File: src/rtl/shape_raster_core.sv
// Shape rasteriser: accepts one opcode (line / filled rectangle / single
// pixel), walks it pixel by pixel and presents each on-screen pixel as a
// framebuffer address + colour over a data_ready/data_sent handshake.
// Off-screen pixels are skipped at one step per cycle.
//
// Ports:
//   clk          system clock, rising edge
//   n_rst        asynchronous active-low reset
//   new_shape    opcode valid, sampled only while idle
//   full_opcode  {frame, color, y1, x1, y0, x0, mode[3:0]} (LSB first: mode)
//   data_sent    downstream consumed the presented pixel
//   data_ready   address/color hold a valid pixel
//   address      y*SCREEN_W + x of the current pixel
//   color        colour latched from the accepted opcode
//   frame_target target buffer latched from the accepted opcode
//   busy         high whenever not idle
//   shape_done   one-cycle pulse when a shape completes
module shape_raster_core #(
  parameter int unsigned SCREEN_W = 640,
  parameter int unsigned SCREEN_H = 480,
  parameter int unsigned X_W      = 10,
  parameter int unsigned Y_W      = 9,
  parameter int unsigned ADDR_W   = 19,
  parameter int unsigned COLOR_W  = 16,
  localparam int unsigned OP_W    = 5 + 2*X_W + 2*Y_W + COLOR_W
) (
  input  logic               clk,
  input  logic               n_rst,
  input  logic               new_shape,
  input  logic [OP_W-1:0]    full_opcode,
  input  logic               data_sent,
  output logic               data_ready,
  output logic [ADDR_W-1:0]  address,
  output logic [COLOR_W-1:0] color,
  output logic               frame_target,
  output logic               busy,
  output logic               shape_done
);

  localparam int unsigned SW    = ((X_W > Y_W) ? X_W : Y_W) + 2;
  localparam int unsigned C_LSB = 4 + 2*X_W + 2*Y_W;

  typedef enum logic [1:0] {IDLE, SETUP, DRAW, DONE} state_t;
  state_t state;

  // latched opcode fields
  logic [3:0]     mode;
  logic [X_W-1:0] x0, x1;
  logic [Y_W-1:0] y0, y1;

  // walker state
  logic [X_W-1:0]       cx, x_lo, x_end;
  logic [Y_W-1:0]       cy, y_end;
  logic signed [SW-1:0] dx, dy, err;
  logic                 sx_neg, sy_neg, is_line;

  // combinational setup / step values
  logic signed [SW-1:0] ddx, ddy, adx, ady, err_n;
  logic signed [SW:0]   e2, dx_e, dy_e;
  logic [X_W-1:0]       rx_lo, rx_hi, nx, ld_x;
  logic [Y_W-1:0]       ry_lo, ry_hi, ny, ld_y;
  logic                 step_x, step_y, last, adv;

  function automatic logic on_screen(input logic [X_W-1:0] x, input logic [Y_W-1:0] y);
    return (32'(x) < SCREEN_W) && (32'(y) < SCREEN_H);
  endfunction

  function automatic logic [ADDR_W-1:0] addr_of(input logic [X_W-1:0] x, input logic [Y_W-1:0] y);
    return ADDR_W'(y) * ADDR_W'(SCREEN_W) + ADDR_W'(x);
  endfunction

  always_comb begin
    ddx   = $signed(SW'(x1)) - $signed(SW'(x0));
    ddy   = $signed(SW'(y1)) - $signed(SW'(y0));
    adx   = ddx[SW-1] ? -ddx : ddx;
    ady   = ddy[SW-1] ? -ddy : ddy;
    rx_lo = (x0 < x1) ? x0 : x1;
    rx_hi = (x0 < x1) ? x1 : x0;
    ry_lo = (y0 < y1) ? y0 : y1;
    ry_hi = (y0 < y1) ? y1 : y0;

    // Bresenham decision uses the pre-update error for both axes
    e2     = {err, 1'b0};
    dx_e   = {dx[SW-1], dx};
    dy_e   = {dy[SW-1], dy};
    step_x = (e2 >= dy_e);
    step_y = (e2 <= dx_e);
    err_n  = err;
    if (step_x) err_n = err_n + dy;
    if (step_y) err_n = err_n + dx;

    // every mode ends when the walker reaches (x_end, y_end)
    last = (cx == x_end) && (cy == y_end);
    adv  = !data_ready || data_sent;

    nx = cx;
    ny = cy;
    if (is_line) begin
      if (step_x) nx = sx_neg ? cx - X_W'(1) : cx + X_W'(1);
      if (step_y) ny = sy_neg ? cy - Y_W'(1) : cy + Y_W'(1);
    end else if (cx == x_end) begin
      nx = x_lo;
      ny = cy + Y_W'(1);
    end else begin
      nx = cx + X_W'(1);
    end

    if (state == SETUP) begin
      ld_x = (mode == 4'd1) ? rx_lo : x0;
      ld_y = (mode == 4'd1) ? ry_lo : y0;
    end else begin
      ld_x = nx;
      ld_y = ny;
    end
  end

  always_ff @(posedge clk or negedge n_rst) begin
    if (!n_rst) begin
      state        <= IDLE;
      mode         <= '0;
      x0           <= '0;
      x1           <= '0;
      y0           <= '0;
      y1           <= '0;
      cx           <= '0;
      cy           <= '0;
      x_lo         <= '0;
      x_end        <= '0;
      y_end        <= '0;
      dx           <= '0;
      dy           <= '0;
      err          <= '0;
      sx_neg       <= 1'b0;
      sy_neg       <= 1'b0;
      is_line      <= 1'b0;
      data_ready   <= 1'b0;
      address      <= '0;
      color        <= '0;
      frame_target <= 1'b0;
      busy         <= 1'b0;
      shape_done   <= 1'b0;
    end else begin
      case (state)
        IDLE: begin
          if (new_shape) begin
            mode         <= full_opcode[3:0];
            x0           <= full_opcode[4 +: X_W];
            y0           <= full_opcode[4+X_W +: Y_W];
            x1           <= full_opcode[4+X_W+Y_W +: X_W];
            y1           <= full_opcode[4+2*X_W+Y_W +: Y_W];
            color        <= full_opcode[C_LSB +: COLOR_W];
            frame_target <= full_opcode[OP_W-1];
            busy         <= 1'b1;
            state        <= SETUP;
          end
        end
        SETUP: begin
          if (mode <= 4'd2) begin
            is_line    <= (mode == 4'd0);
            dx         <= adx;
            dy         <= -ady;
            err        <= adx - ady;
            sx_neg     <= ddx[SW-1];
            sy_neg     <= ddy[SW-1];
            x_lo       <= rx_lo;
            cx         <= ld_x;
            cy         <= ld_y;
            address    <= addr_of(ld_x, ld_y);
            data_ready <= on_screen(ld_x, ld_y);
            case (mode)
              4'd0:    begin x_end <= x1;    y_end <= y1;    end
              4'd1:    begin x_end <= rx_hi; y_end <= ry_hi; end
              default: begin x_end <= x0;    y_end <= y0;    end
            endcase
            state <= DRAW;
          end else begin
            shape_done <= 1'b1;
            state      <= DONE;
          end
        end
        DRAW: begin
          if (adv) begin
            if (last) begin
              data_ready <= 1'b0;
              shape_done <= 1'b1;
              state      <= DONE;
            end else begin
              cx         <= ld_x;
              cy         <= ld_y;
              err        <= err_n;
              address    <= addr_of(ld_x, ld_y);
              data_ready <= on_screen(ld_x, ld_y);
            end
          end
        end
        DONE: begin
          shape_done <= 1'b0;
          busy       <= 1'b0;
          state      <= IDLE;
        end
        default: state <= IDLE;
      endcase
    end
  end

endmodule
File: config.mk
export PLATFORM = sky130hd
export DESIGN_NAME = shape_raster_core
export DESIGN_NICKNAME = d
export VERILOG_FILES = /design/src/rtl/shape_raster_core.sv
export SDC_FILE = /design/constraint.sdc
export NUM_CORES = 1
export LEC_CHECK = 0
export CELL_PAD_IN_SITES_DETAIL_PLACEMENT = 0
export CELL_PAD_IN_SITES_GLOBAL_PLACEMENT = 2
export CORE_ASPECT_RATIO = 0.9
export CORE_MARGIN = 10
export CORE_UTILIZATION = 37
export DETAILED_ROUTE_END_ITERATION = 10
export GPL_ROUTABILITY_DRIVEN = 0
export HOLD_SLACK_MARGIN = 0.02
export PLACE_DENSITY_LB_ADDON = 0.1
export SLEW_MARGIN = 40
export SYNTH_ARGS = -nofsm -noshare
export SYNTH_HDL_FRONTEND = slang
export SYNTH_SLANG_ARGS = --single-unit
export TNS_END_PERCENT = 20
File: constraint.sdc
create_clock -name clk -period 5.85 [get_ports clk]
set_input_delay 1.17 -clock clk [delete_from_list [all_inputs] [get_ports clk]]
set_output_delay 1.17 -clock clk [all_outputs]
set_load 0.01 [all_outputs]
==> metrics.log <==
[metrics] total detailed-routing wirelength: 38.5 mm
[metrics] clock tree from TritonCTS: yes
[metrics] wire length of the first global-routing pass: 60.4 mm
[metrics] run status: finished, final reports clean
[metrics] worst r2r path cells: 23
[metrics] element type at the critical path start: flip-flop
[metrics] area leader, netlist: sky130_fd_sc_hd__dfrtp_1
[metrics] Hold Path Stages: 2
[metrics] Top Usage Layer GRT: met1
[metrics] critical path required time: 6.19 ns
[metrics] cts repair resizes: 0
[metrics] total inserted antenna cells: 0
[metrics] number of buffers on the longest clock path: 2
[metrics] number of global-route vias before repair: 10000
[metrics] ratio of routed vias to standard cells: 5.19
[metrics] fill cell count: 3391
[metrics] Yosys warning total: 0
[metrics] Horiz. Die Dim: 215 um
[metrics] largest fanout on the critical path: 4
[metrics] Final Critical Period: 5.34 ns
[metrics] proportion of synthesized chip area in sequential cells: 32.3%
[metrics] number of CTS-inserted buffers: 17
[metrics] cell area after technology mapping: 12600 um2
[metrics] number of core rows: 64
[metrics] y dimension of the die: 195 um
[metrics] CTS sink cnt: 163
[metrics] unrepaired setup endpoints after global routing: false
[metrics] final period utilization: 91.2%
[metrics] nets: 1660
[metrics] xor/xnor cell area share of the yosys netlist: 7.97%
[metrics] primary flip-flop cell chosen by synthesis mapping: sky130_fd_sc_hd__dfrtp_1
[metrics] worst hold slack: 0.473 ns
[metrics] combined flip-flop and latch cell area: 4080 um2
[metrics] hold crit path type: reg2reg
[metrics] Setup crit end kind: flip-flop
[metrics] cell types occupying the most area after synthesis: sky130_fd_sc_hd__dfrtp_1 32%, sky130_fd_sc_hd__ha_1 10%, sky130_fd_sc_hd__mux2_2 8.1%
[metrics] Buffers on Ports: 101
[metrics] area of combinational cells with multiple inputs: 7930 um2
[metrics] number of hold buffers added after cts: 0
[metrics] Post-Place Setup Slack: 0.457 ns
[metrics] arithmetic-cell share of the synthesized area counting full adders, half adders and majority gates: 11.4%
[metrics] library cell with the highest instance count after synthesis: sky130_fd_sc_hd__dfrtp_1
[metrics] average detailed-routed wire length per instance: 19.6 um
[metrics] relative area change from synthesis to final layout: 16.7%
[metrics] share of final-layout standard cells stronger than drive strength 1: 11.7%
[metrics] area fraction in compound gates after synthesis: 16.5%
[metrics] post-detail-place hpwl: 29.9 mm
[metrics] Avg Cell Area, Syn: 8.96 um2
[metrics] fraction of post-synthesis cell area in the top cell type by area: 32.3%
[metrics] combinational family with the most area after synthesis: compound AO/OA/AOI/OAI gates
[metrics] placeable core region: 33900 um2
[metrics] clock insertion delay at the later pin of the skew report: 0.46 ns
[metrics] met3 routing resource usage after global routing: 3.77%
[metrics] number of enable-type register cells in the synthesized netlist: 0
[metrics] post-route setup slack: 0.512 ns
[metrics] clock tree skew after final layout: 0.0127 ns
[metrics] global-route usage over all layers: 18.3%
[metrics] start-to-end type of the worst setup path: reg2reg
[metrics] number of DRC violations after detailed-routing iteration 0: 609
[metrics] Distinct cells, synth: 81
[metrics] final hold violation count: 0
[metrics] Antenna Violating Nets Remaining: 0
[metrics] count of state elements after synthesis: 163
[metrics] Die Outline Area: 42000 um2
[metrics] post-synthesis net count: 1584
[metrics] count of vias placed by the detailed router: 10200
[metrics] initial core utilization: 37.3%
[metrics] remaining design rule violation count: 0
[metrics] Max Slew Vio Count: 0
[metrics] final standard cell count with taps included and fillers excluded: 1961
[metrics] number of setup violations in the final report: 0
[metrics] Max transition margin: 46.2%
[metrics] highest clock frequency the design can meet: 187 MHz
[metrics] grt met2 use: 24.8%
[metrics] buffer cell driving the clock tree root: sky130_fd_sc_hd__clkbuf_16
[metrics] maximum number of pins on one net before global-route repair: 92
[metrics] met1 Resource Use GR: 28.7%
[metrics] H-tree lvl count: 4
[metrics] First-pass DRT Iterations: 5
[metrics] share of synthesized area spent on multiplexers: 12.2%
[metrics] Gate Count Post-Synth: 1410
[metrics] list of most frequent post-synthesis cells: 163 x sky130_fd_sc_hd__dfrtp_1, 142 x sky130_fd_sc_hd__nand2_1, 131 x sky130_fd_sc_hd__o21ai_0
[metrics] data arrival time of the critical path: 5.67 ns
[metrics] transition time at the pin with the least slew margin: 0.806 ns
[metrics] setup repair bufs after CTS: 0
[metrics] number of top-level pins: 102
[metrics] antenna violations before repair: 1
[metrics] final sum of negative setup slack: 0 ns
[metrics] fraction of registers with async set/reset: 100%
[metrics] register clock-pin slew on the reported worst setup and hold paths: 0.08 ns
[metrics] total overflow reported by the global router: 0
[metrics] Post-Synth Simple-Gate Area: 14.5%
[metrics] Post-Place Cells: 1928
[metrics] maxcap violations: 0
-- registers in the layout, summed over array words and instances, names as in the netlist, 2 cells and up --
register	count
address	19
color	16
dx	12
dy	12
err	12
x0	10
x1	10
x_end	10
x_lo	10
cy	9
y0	9
y1	9
y_end	9
mode	4
cx	3
state	2
-- placed cells by master, fill, tap and decap left out, types with 7 or more instances in the layout --
| cell type | synthesis | routed |
|---|---|---|
| sky130_fd_sc_hd__nor2b_1 | 14 | 14 |
| sky130_fd_sc_hd__mux2i_1 | 52 | 52 |
| sky130_fd_sc_hd__nand4_1 | 14 | 14 |
| sky130_fd_sc_hd__buf_4 | 8 | 21 |
| sky130_fd_sc_hd__fa_1 | 7 | 7 |
| sky130_fd_sc_hd__nor3_1 | 27 | 27 |
| sky130_fd_sc_hd__clkbuf_16 | 0 | 17 |
| sky130_fd_sc_hd__a21o_1 | 20 | 19 |
| sky130_fd_sc_hd__o31ai_1 | 7 | 7 |
| sky130_fd_sc_hd__o22ai_1 | 9 | 9 |
| sky130_fd_sc_hd__nor2_1 | 86 | 86 |
| sky130_fd_sc_hd__o211ai_1 | 10 | 10 |
| sky130_fd_sc_hd__o21a_1 | 8 | 8 |
| sky130_fd_sc_hd__xor2_1 | 52 | 52 |
| sky130_fd_sc_hd__clkdlybuf4s50_1 | 0 | 100 |
| sky130_fd_sc_hd__nand2_1 | 142 | 140 |
| sky130_fd_sc_hd__nand2b_1 | 7 | 7 |
| sky130_fd_sc_hd__a31oi_1 | 9 | 8 |
| sky130_fd_sc_hd__o21ai_1 | 8 | 9 |
| sky130_fd_sc_hd__dfrtp_1 | 163 | 163 |
| sky130_fd_sc_hd__and3_1 | 9 | 9 |
| sky130_fd_sc_hd__o21bai_1 | 9 | 9 |
| sky130_fd_sc_hd__o21ai_0 | 131 | 128 |
| sky130_fd_sc_hd__and2_1 | 8 | 8 |
| sky130_fd_sc_hd__a211oi_1 | 19 | 19 |
| sky130_fd_sc_hd__a21oi_1 | 62 | 61 |
| sky130_fd_sc_hd__inv_1 | 89 | 89 |
| sky130_fd_sc_hd__nand3_1 | 29 | 29 |
| sky130_fd_sc_hd__xnor2_1 | 63 | 63 |
| sky130_fd_sc_hd__nor4_1 | 13 | 13 |
| sky130_fd_sc_hd__ha_1 | 104 | 104 |
| sky130_fd_sc_hd__mux2_2 | 91 | 91 |
-- final timing paths --
check                      slack [ns]              startpoint                      end
max in group asynchronous        4.50                   n_rst      mode[2]$_DFFE_PN0P_
hold reg to reg                  0.47  address[7]$_DFFE_PN0P_   address[7]$_DFFE_PN0P_
hold / removal                   0.47  address[7]$_DFFE_PN0P_   address[7]$_DFFE_PN0P_
setup / recovery                 0.51       y1[0]$_DFFE_PN0P_  address[17]$_DFFE_PN0P_
setup reg to reg                 0.51       y1[0]$_DFFE_PN0P_  address[17]$_DFFE_PN0P_
min in group asynchronous        0.55                   n_rst       err[8]$_DFFE_PN0P_
-- worst max-delay path, stage by stage, from the launching register on --
cell                       delay [ns]
sky130_fd_sc_hd__dfrtp_1         0.38
sky130_fd_sc_hd__inv_1           0.10
sky130_fd_sc_hd__ha_1            0.19
sky130_fd_sc_hd__inv_1           0.06
sky130_fd_sc_hd__fa_1            0.41
sky130_fd_sc_hd__a211oi_2        0.32
sky130_fd_sc_hd__o21ai_0         0.19
sky130_fd_sc_hd__a31oi_2         0.33
sky130_fd_sc_hd__o21ai_2         0.13
sky130_fd_sc_hd__o21ai_0         0.44
sky130_fd_sc_hd__a21o_1          0.26
sky130_fd_sc_hd__inv_1           0.08
sky130_fd_sc_hd__ha_1            0.27
sky130_fd_sc_hd__ha_1            0.22
sky130_fd_sc_hd__fa_1            0.40
sky130_fd_sc_hd__a21o_1          0.17
sky130_fd_sc_hd__a21oi_1         0.22
sky130_fd_sc_hd__o21bai_1        0.09
sky130_fd_sc_hd__a21oi_1         0.21
sky130_fd_sc_hd__xnor2_1         0.21
sky130_fd_sc_hd__nand3_1         0.14
sky130_fd_sc_hd__xor2_1          0.17
sky130_fd_sc_hd__xnor2_1         0.15
sky130_fd_sc_hd__o21ai_1         0.07
-- stage by stage --
step / utilization (%) / cell area [um2]
after global placement: 41.7 / 14100
after floorplan: - / 12600
after CTS: 43.4 / 14700
after global routing: 43.6 / 14800
after detailed placement: 41.7 / 14100
final: 43.6 / 14800
-- routing by layer --
layer,wire [um],part of all wire (%)
met5,9,0.023
met2,15200,40
met1,21300,55
met4,349,0.91
met3,1630,4.2
-- layout make-up --
type                       count  area share (%)
tap                          462            3.92
clock buffer                  18            2.98
inverter                      91            2.32
clock inverter                14            1.05
sequential                   163            27.6
timing repair buffer         125            8.33
multi-input combinational   1088            53.8
-- kinds of logic after synthesis --
family / Yosys count
and+or+nand+nor: 386
AOI/OAI and AO/OA: 332
DFF: 163
buffers and inverters: 159
muxes: 143
xor gates and xnor gates: 115
adders and majority gates: 111
other: 1
Power is left out: the tool's default activity adds up to more than one toggle a clock period on the data nets, which glitch-free logic cannot reach.
